File: src/rtl/riscv_core_dcache_refill_unit.sv
// Data-cache line-fill engine.
// On a miss it issues one INCR AXI4 read burst for the line-aligned address.
// It packs the returned beats into one cache block and then pulses either
// block-valid or refill-error for a single cycle.
// Only one refill is in flight at a time. Beats return in address order
// (no critical-word-first).
module riscv_core_dcache_refill_unit #(
  parameter int ADDR_WIDTH     = 64,
  parameter int BLOCK_WIDTH    = 256,
  parameter int AXI_BEAT_WIDTH = 64,
  parameter int AXI_ID_WIDTH   = 4,
  parameter int AXI_ID         = 0
) (
  input  logic                      i_clk,
  input  logic                      i_rst_n,
  input  logic                      i_refill_req,
  input  logic [ADDR_WIDTH-1:0]     i_refill_addr,
  output logic                      o_refill_busy,
  output logic [BLOCK_WIDTH-1:0]    o_block,
  output logic [ADDR_WIDTH-1:0]     o_block_addr,
  output logic                      o_block_valid,
  output logic                      o_refill_err,
  output logic                      o_arvalid,
  input  logic                      i_arready,
  output logic [ADDR_WIDTH-1:0]     o_araddr,
  output logic [7:0]                o_arlen,
  output logic [2:0]                o_arsize,
  output logic [1:0]                o_arburst,
  output logic [AXI_ID_WIDTH-1:0]   o_arid,
  input  logic                      i_rvalid,
  output logic                      o_rready,
  input  logic [AXI_BEAT_WIDTH-1:0] i_rdata,
  input  logic [1:0]                i_rresp,
  input  logic                      i_rlast,
  input  logic [AXI_ID_WIDTH-1:0]   i_rid
);

  localparam int BEATS = BLOCK_WIDTH / AXI_BEAT_WIDTH;
  localparam int CNT_W = (BEATS > 1) ? $clog2(BEATS) : 1;
  localparam int OFF_W = $clog2(BLOCK_WIDTH / 8);
  localparam logic [CNT_W-1:0]        LAST_BEAT = CNT_W'(BEATS - 1);
  localparam logic [ADDR_WIDTH-1:0]   OFF_MASK  = ADDR_WIDTH'((64'd1 << OFF_W) - 64'd1);
  localparam logic [AXI_ID_WIDTH-1:0] OWN_ID    = AXI_ID_WIDTH'(AXI_ID);

  typedef enum logic [1:0] {S_IDLE, S_ADDR, S_DATA, S_DONE} state_t;

  state_t                  state, state_nxt;
  logic [CNT_W-1:0]        beat_cnt;
  logic                    err_q;
  logic [ADDR_WIDTH-1:0]   addr_q;
  logic [BLOCK_WIDTH-1:0]  block_q;
  logic                    beat_acc;
  logic                    beat_final;
  logic                    beat_bad;

  // rready is held high for the whole DATA state, so every valid beat is taken.
  assign beat_acc   = (state == S_DATA) && i_rvalid;
  assign beat_final = (beat_cnt == LAST_BEAT);
  // A beat is bad on an error response or a foreign ID. It is also bad when
  // rlast disagrees with the beat count: set too early, or missing on the last beat.
  assign beat_bad   = (i_rresp != 2'b00) || (i_rid != OWN_ID) || (i_rlast != beat_final);

  assign o_araddr     = addr_q;
  assign o_block_addr = addr_q;
  assign o_block      = block_q;
  assign o_arlen      = 8'(BEATS - 1);
  assign o_arsize     = 3'($clog2(AXI_BEAT_WIDTH / 8));
  assign o_arburst    = 2'b01;
  assign o_arid       = OWN_ID;

  // State register; reset abandons any burst in flight (fabric shares the reset).
  always_ff @(posedge i_clk or negedge i_rst_n) begin
    if (!i_rst_n) state <= S_IDLE;
    else          state <= state_nxt;
  end

  // Next-state and handshake/pulse decode.
  always_comb begin
    state_nxt     = state;
    o_refill_busy = 1'b1;
    o_arvalid     = 1'b0;
    o_rready      = 1'b0;
    o_block_valid = 1'b0;
    o_refill_err  = 1'b0;
    case (state)
      S_IDLE: begin
        o_refill_busy = 1'b0;
        if (i_refill_req) state_nxt = S_ADDR;
      end
      S_ADDR: begin
        o_arvalid = 1'b1;
        if (i_arready) state_nxt = S_DATA;
      end
      S_DATA: begin
        o_rready = 1'b1;
        // An early rlast also ends the burst; the error flag records it.
        if (i_rvalid && (beat_final || i_rlast)) state_nxt = S_DONE;
      end
      S_DONE: begin
        o_block_valid = !err_q;
        o_refill_err  = err_q;
        state_nxt     = S_IDLE;
      end
      default: state_nxt = S_IDLE;
    endcase
  end

  // Capture line address on request; pack beats into their slots and track errors.
  always_ff @(posedge i_clk or negedge i_rst_n) begin
    if (!i_rst_n) begin
      addr_q   <= '0;
      block_q  <= '0;
      err_q    <= 1'b0;
      beat_cnt <= '0;
    end else if ((state == S_IDLE) && i_refill_req) begin
      addr_q   <= i_refill_addr & ~OFF_MASK;
      block_q  <= '0;
      err_q    <= 1'b0;
      beat_cnt <= '0;
    end else if (beat_acc) begin
      for (int i = 0; i < BEATS; i++) begin
        if (beat_cnt == CNT_W'(i)) block_q[i*AXI_BEAT_WIDTH +: AXI_BEAT_WIDTH] <= i_rdata;
      end
      beat_cnt <= beat_cnt + 1'b1;
      err_q    <= err_q | beat_bad;
    end
  end

endmodule

File: config.mk
export PLATFORM = sky130hd
export DESIGN_NAME = riscv_core_dcache_refill_unit
export DESIGN_NICKNAME = d
export VERILOG_FILES = /design/src/rtl/riscv_core_dcache_refill_unit.sv
export SDC_FILE = /design/constraint.sdc
export NUM_CORES = 1
export LEC_CHECK = 0
export ABC_AREA = 1
export ABC_CLOCK_PERIOD_IN_PS = 3100
export CAP_MARGIN = 30
export CORE_AREA = 2 2 213 215
export DETAILED_ROUTE_END_ITERATION = 12
export DIE_AREA = 0 0 215 217
export SLEW_MARGIN = 20
export SYNTH_ARGS = -nofsm -noshare
export SYNTH_HDL_FRONTEND = slang
export SYNTH_SLANG_ARGS = --single-unit
File: constraint.sdc
create_clock -name i_clk -period 3.1 [get_ports i_clk]
set_clock_uncertainty 0.05 [all_clocks]
set_input_delay 0.31 -clock i_clk [delete_from_list [all_inputs] [get_ports i_clk]]
set_output_delay 0.31 -clock i_clk [all_outputs]
set_load 0.03 [all_outputs]
==> summary.md <==
| Metric | Value |
|---|---|
| CP Max Fanout | 4 |
| WP data arrival | 2.15 ns |
| CP required | 2.74 ns |
| Netlist cell types | 21 |
| CTS Root Buffer Type | clkbuf_16 |
| Number of max-cap violations | 0 |
| Tot GR Track Use | 20.45% |
| Vias in the first global route | 12070 |
| CP Class | reg -> out |
| Total internal power | 0.01386 W |
| Worst-path cell chain | inv_1, ha_1, inv_1, clkdlybuf4s50_1 |
| Gpl congestion | 0.8827 |
| Worst slew pin tran | 1.067 ns |
| Final design utilization | 45.46% |
| Die X | 215 um |
| Sequential fraction of the synthesis area | 57.25% |
| Setup TNS | 0 ns |
| Starting Density | 31.30% |
| CTS tree | yes |
| Synth Warn # | 0 |
| # rows | 78 |
| CTS Buf Count | 37 |
| Unrepaired setup endpoints after global routing | false |
| Tcrit/Tclk final | 81.01% |
| Die Y | 217 um |
| Slew Limit Headroom | 28.88% |
| Nets | 2209 |
| Reg power frac | 28.3% |
| # Post-CTS Setup Buffers | 0 |
| Status | completed |
| H-tree Lvls | 2 |
| Initial antenna violation count | 0 |
| Hold_buf cts | 1 |
| Commonest cells after routing, fill and taps aside | nand2_1 (634), clkdlybuf4s50_1 (512), dfrtp_1 (320) |
| Core ar. | 44700 um2 |
| Mapped Cells | 1640 |
| Most common cell after layout, fill and taps aside | nand2_1 |
| Slowest Stage Delay on Critical Path | 0.72 ns |
| TritonCTS Sinks | 320 |
| Largest net degree at the start of global routing | 216 |
| Clock power share | 17.1% |
| CP max stage cell | clkdlybuf4s50_1 |
| FMAX | 398.2 MHz |
| Total grt overflow | 0 |
| Wire length per cell | 18.19 um |
| Fillers | 4321 |
| Clock Latency Late Sink | 0.54 ns |
| DR pass1 iterations | 5 |
| Hold Crit Class | in -> reg |
| Detailed Place HPWL | 32180 um |
| Seq cells post-synth | 320 |
| Comb pwr share | 54.6% |
| Crit end category | primary output |
| Final setup viols | 0 |
| DR vias/cell | 4.546 |
| Global-route wire length before repair | 74190 um |
| Max Buffers Root-to-Sink | 3 |
| Final Critical Period | 2.511 ns |
| Final hold vios | 0 |
| Worst Slack Setup Final | 0.5887 ns |
| Sw frac | 46.10% |
| PortBufs | 513 |
| Mapped cell area | 13990 um2 |
| Leak Pwr | 10.01 nW |
| Antenna cells | 0 |
| Max Transition Viols Final | 0 |
| Antenna Nets Post-Route | 0 |
| Routed wire length | 48800 um |
| Ports | 546 |
| Share of post-route cells with drive strength above 1 | 4.849% |
| Number of DRC markers in iteration 0 | 733 |
| Worst-path clk slew | 0.06 ns |
| PD cells | 1266 nW/um2 |
| Worst vdd ir | 0.6278 mV |
| Via count | 12200 |
| Die area | 46660 um2 |
| Mean post-synth cell area | 8.530 um2 |
| Setup WS pre-CTS | 0.7879 ns |
| P&R area growth vs syn | 45.26% |
| Post-CTS sizing | 0 |
| Most numerous cell on the critical path | inv_1 |
| Post-route DRC violation count | 0 |
| Net Sw Power | 0.01186 W |
| Startpoint types | register |
==> sequential cells by signal (all words and copies together) (netlist names) <==
name / count
o_block: 256
beat_cnt: 2
o_araddr: 59
err_q: 1
state: 2
==> cells in the mapped netlist, drive strengths merged <==
library cell	instances	area, um2
nand2	642	2427
dfrtp	320	8008
nand3	198	991.0
buf	179	1176
inv	149	559.3
o21ai	70	354.1
nor2	68	330.3
ha	10	125.1
conb	2	7.510
clkbuf	1	3.750
or2	1	6.260
==> layout make-up <==
class / instances / area [um2] / area share [%]
Sequential cell: 320 / 8008 / 39.41
Clock buffer: 49 / 1042 / 5.129
Clock inverter: 14 / 162.7 / 0.8005
Multi-Input combinational cell: 1016 / 4359 / 21.45
Tap cell: 600 / 750.7 / 3.695
Timing Repair Buffer: 535 / 5433 / 26.74
Inverter: 149 / 564.3 / 2.777
==> worst paths after layout <==
| path | slack, ns | to | start | cells past startpoint |
|---|---|---|---|---|
| max | 0.59 | o_refill_busy | state[0] | 4 |
| min | 0.24 | o_araddr[20] | i_refill_addr[20] | 3 |
| max reg2reg | 0.89 | o_block[211] | state[1] | 8 |
| min reg2reg | 0.45 | o_block[134] | o_block[134] | 2 |
| max in group asynchronous | 1.71 | o_araddr[51] | i_rst_n | 3 |
| min in group asynchronous | 0.35 | o_block[239] | i_rst_n | 2 |
==> per-stage QoR <==
step / hold slack, ns / cell area, um2 / total power, W / cells
final: 0.2444 / 20320 / 0.02572 / 2683
after global routing: 0.2359 / 20320 / 0.02709 / 2683
after CTS: 0.2137 / 20320 / 0.02601 / 2683
after detailed placement: 0.3943 / 19100 / 0.02147 / 2619
after global placement: 0.3940 / 19100 / 0.02128 / 2619
after floorplan: -0.03559 / 14080 / 0.01554 / 1665
==> logic make-up (layout without fill, tap and decap cells) <==
group | Yosys count | in the layout | share of synthesized area, %
fa+ha+maj | 10 | 10 | 0.8945
simple gates | 909 | 909 | 26.84
buf+inv | 329 | 747 | 12.43
flops | 320 | 320 | 57.25
compound gates | 70 | 70 | 2.531
other cells | 2 | 27 | 0.05369
==> worst max-delay path, delay by kind of cell (launching register included) <==
family	cells	cell delay, ns
buffers and inverters	3	0.93
DFF	1	0.39
adders and majority gates	1	0.28
==> layer usage <==
layer	part of all wire (%)	up-vias	track usage, %
li1	-	5738	-
met1	41	5902	24.74
met2	48	460	34.60
met3	6.8	96	5.115
met4	4.5	0	9.034
met5	0	-	0
==> power groups by stage <==
stage,Sequential [W],Clock [W],Combinational (W)
6_report,0.00727,0.00440,0.0140
5_1_grt,0.00752,0.00471,0.0149
4_1_cts,0.00729,0.00452,0.0142
3_5_place_dp,0.00732,0,0.0142
3_3_place_gp,0.00726,0,0.0140
2_1_floorplan,0.0108,0,0.00470
No activity file was read; power rests on OpenSTA's default activity.
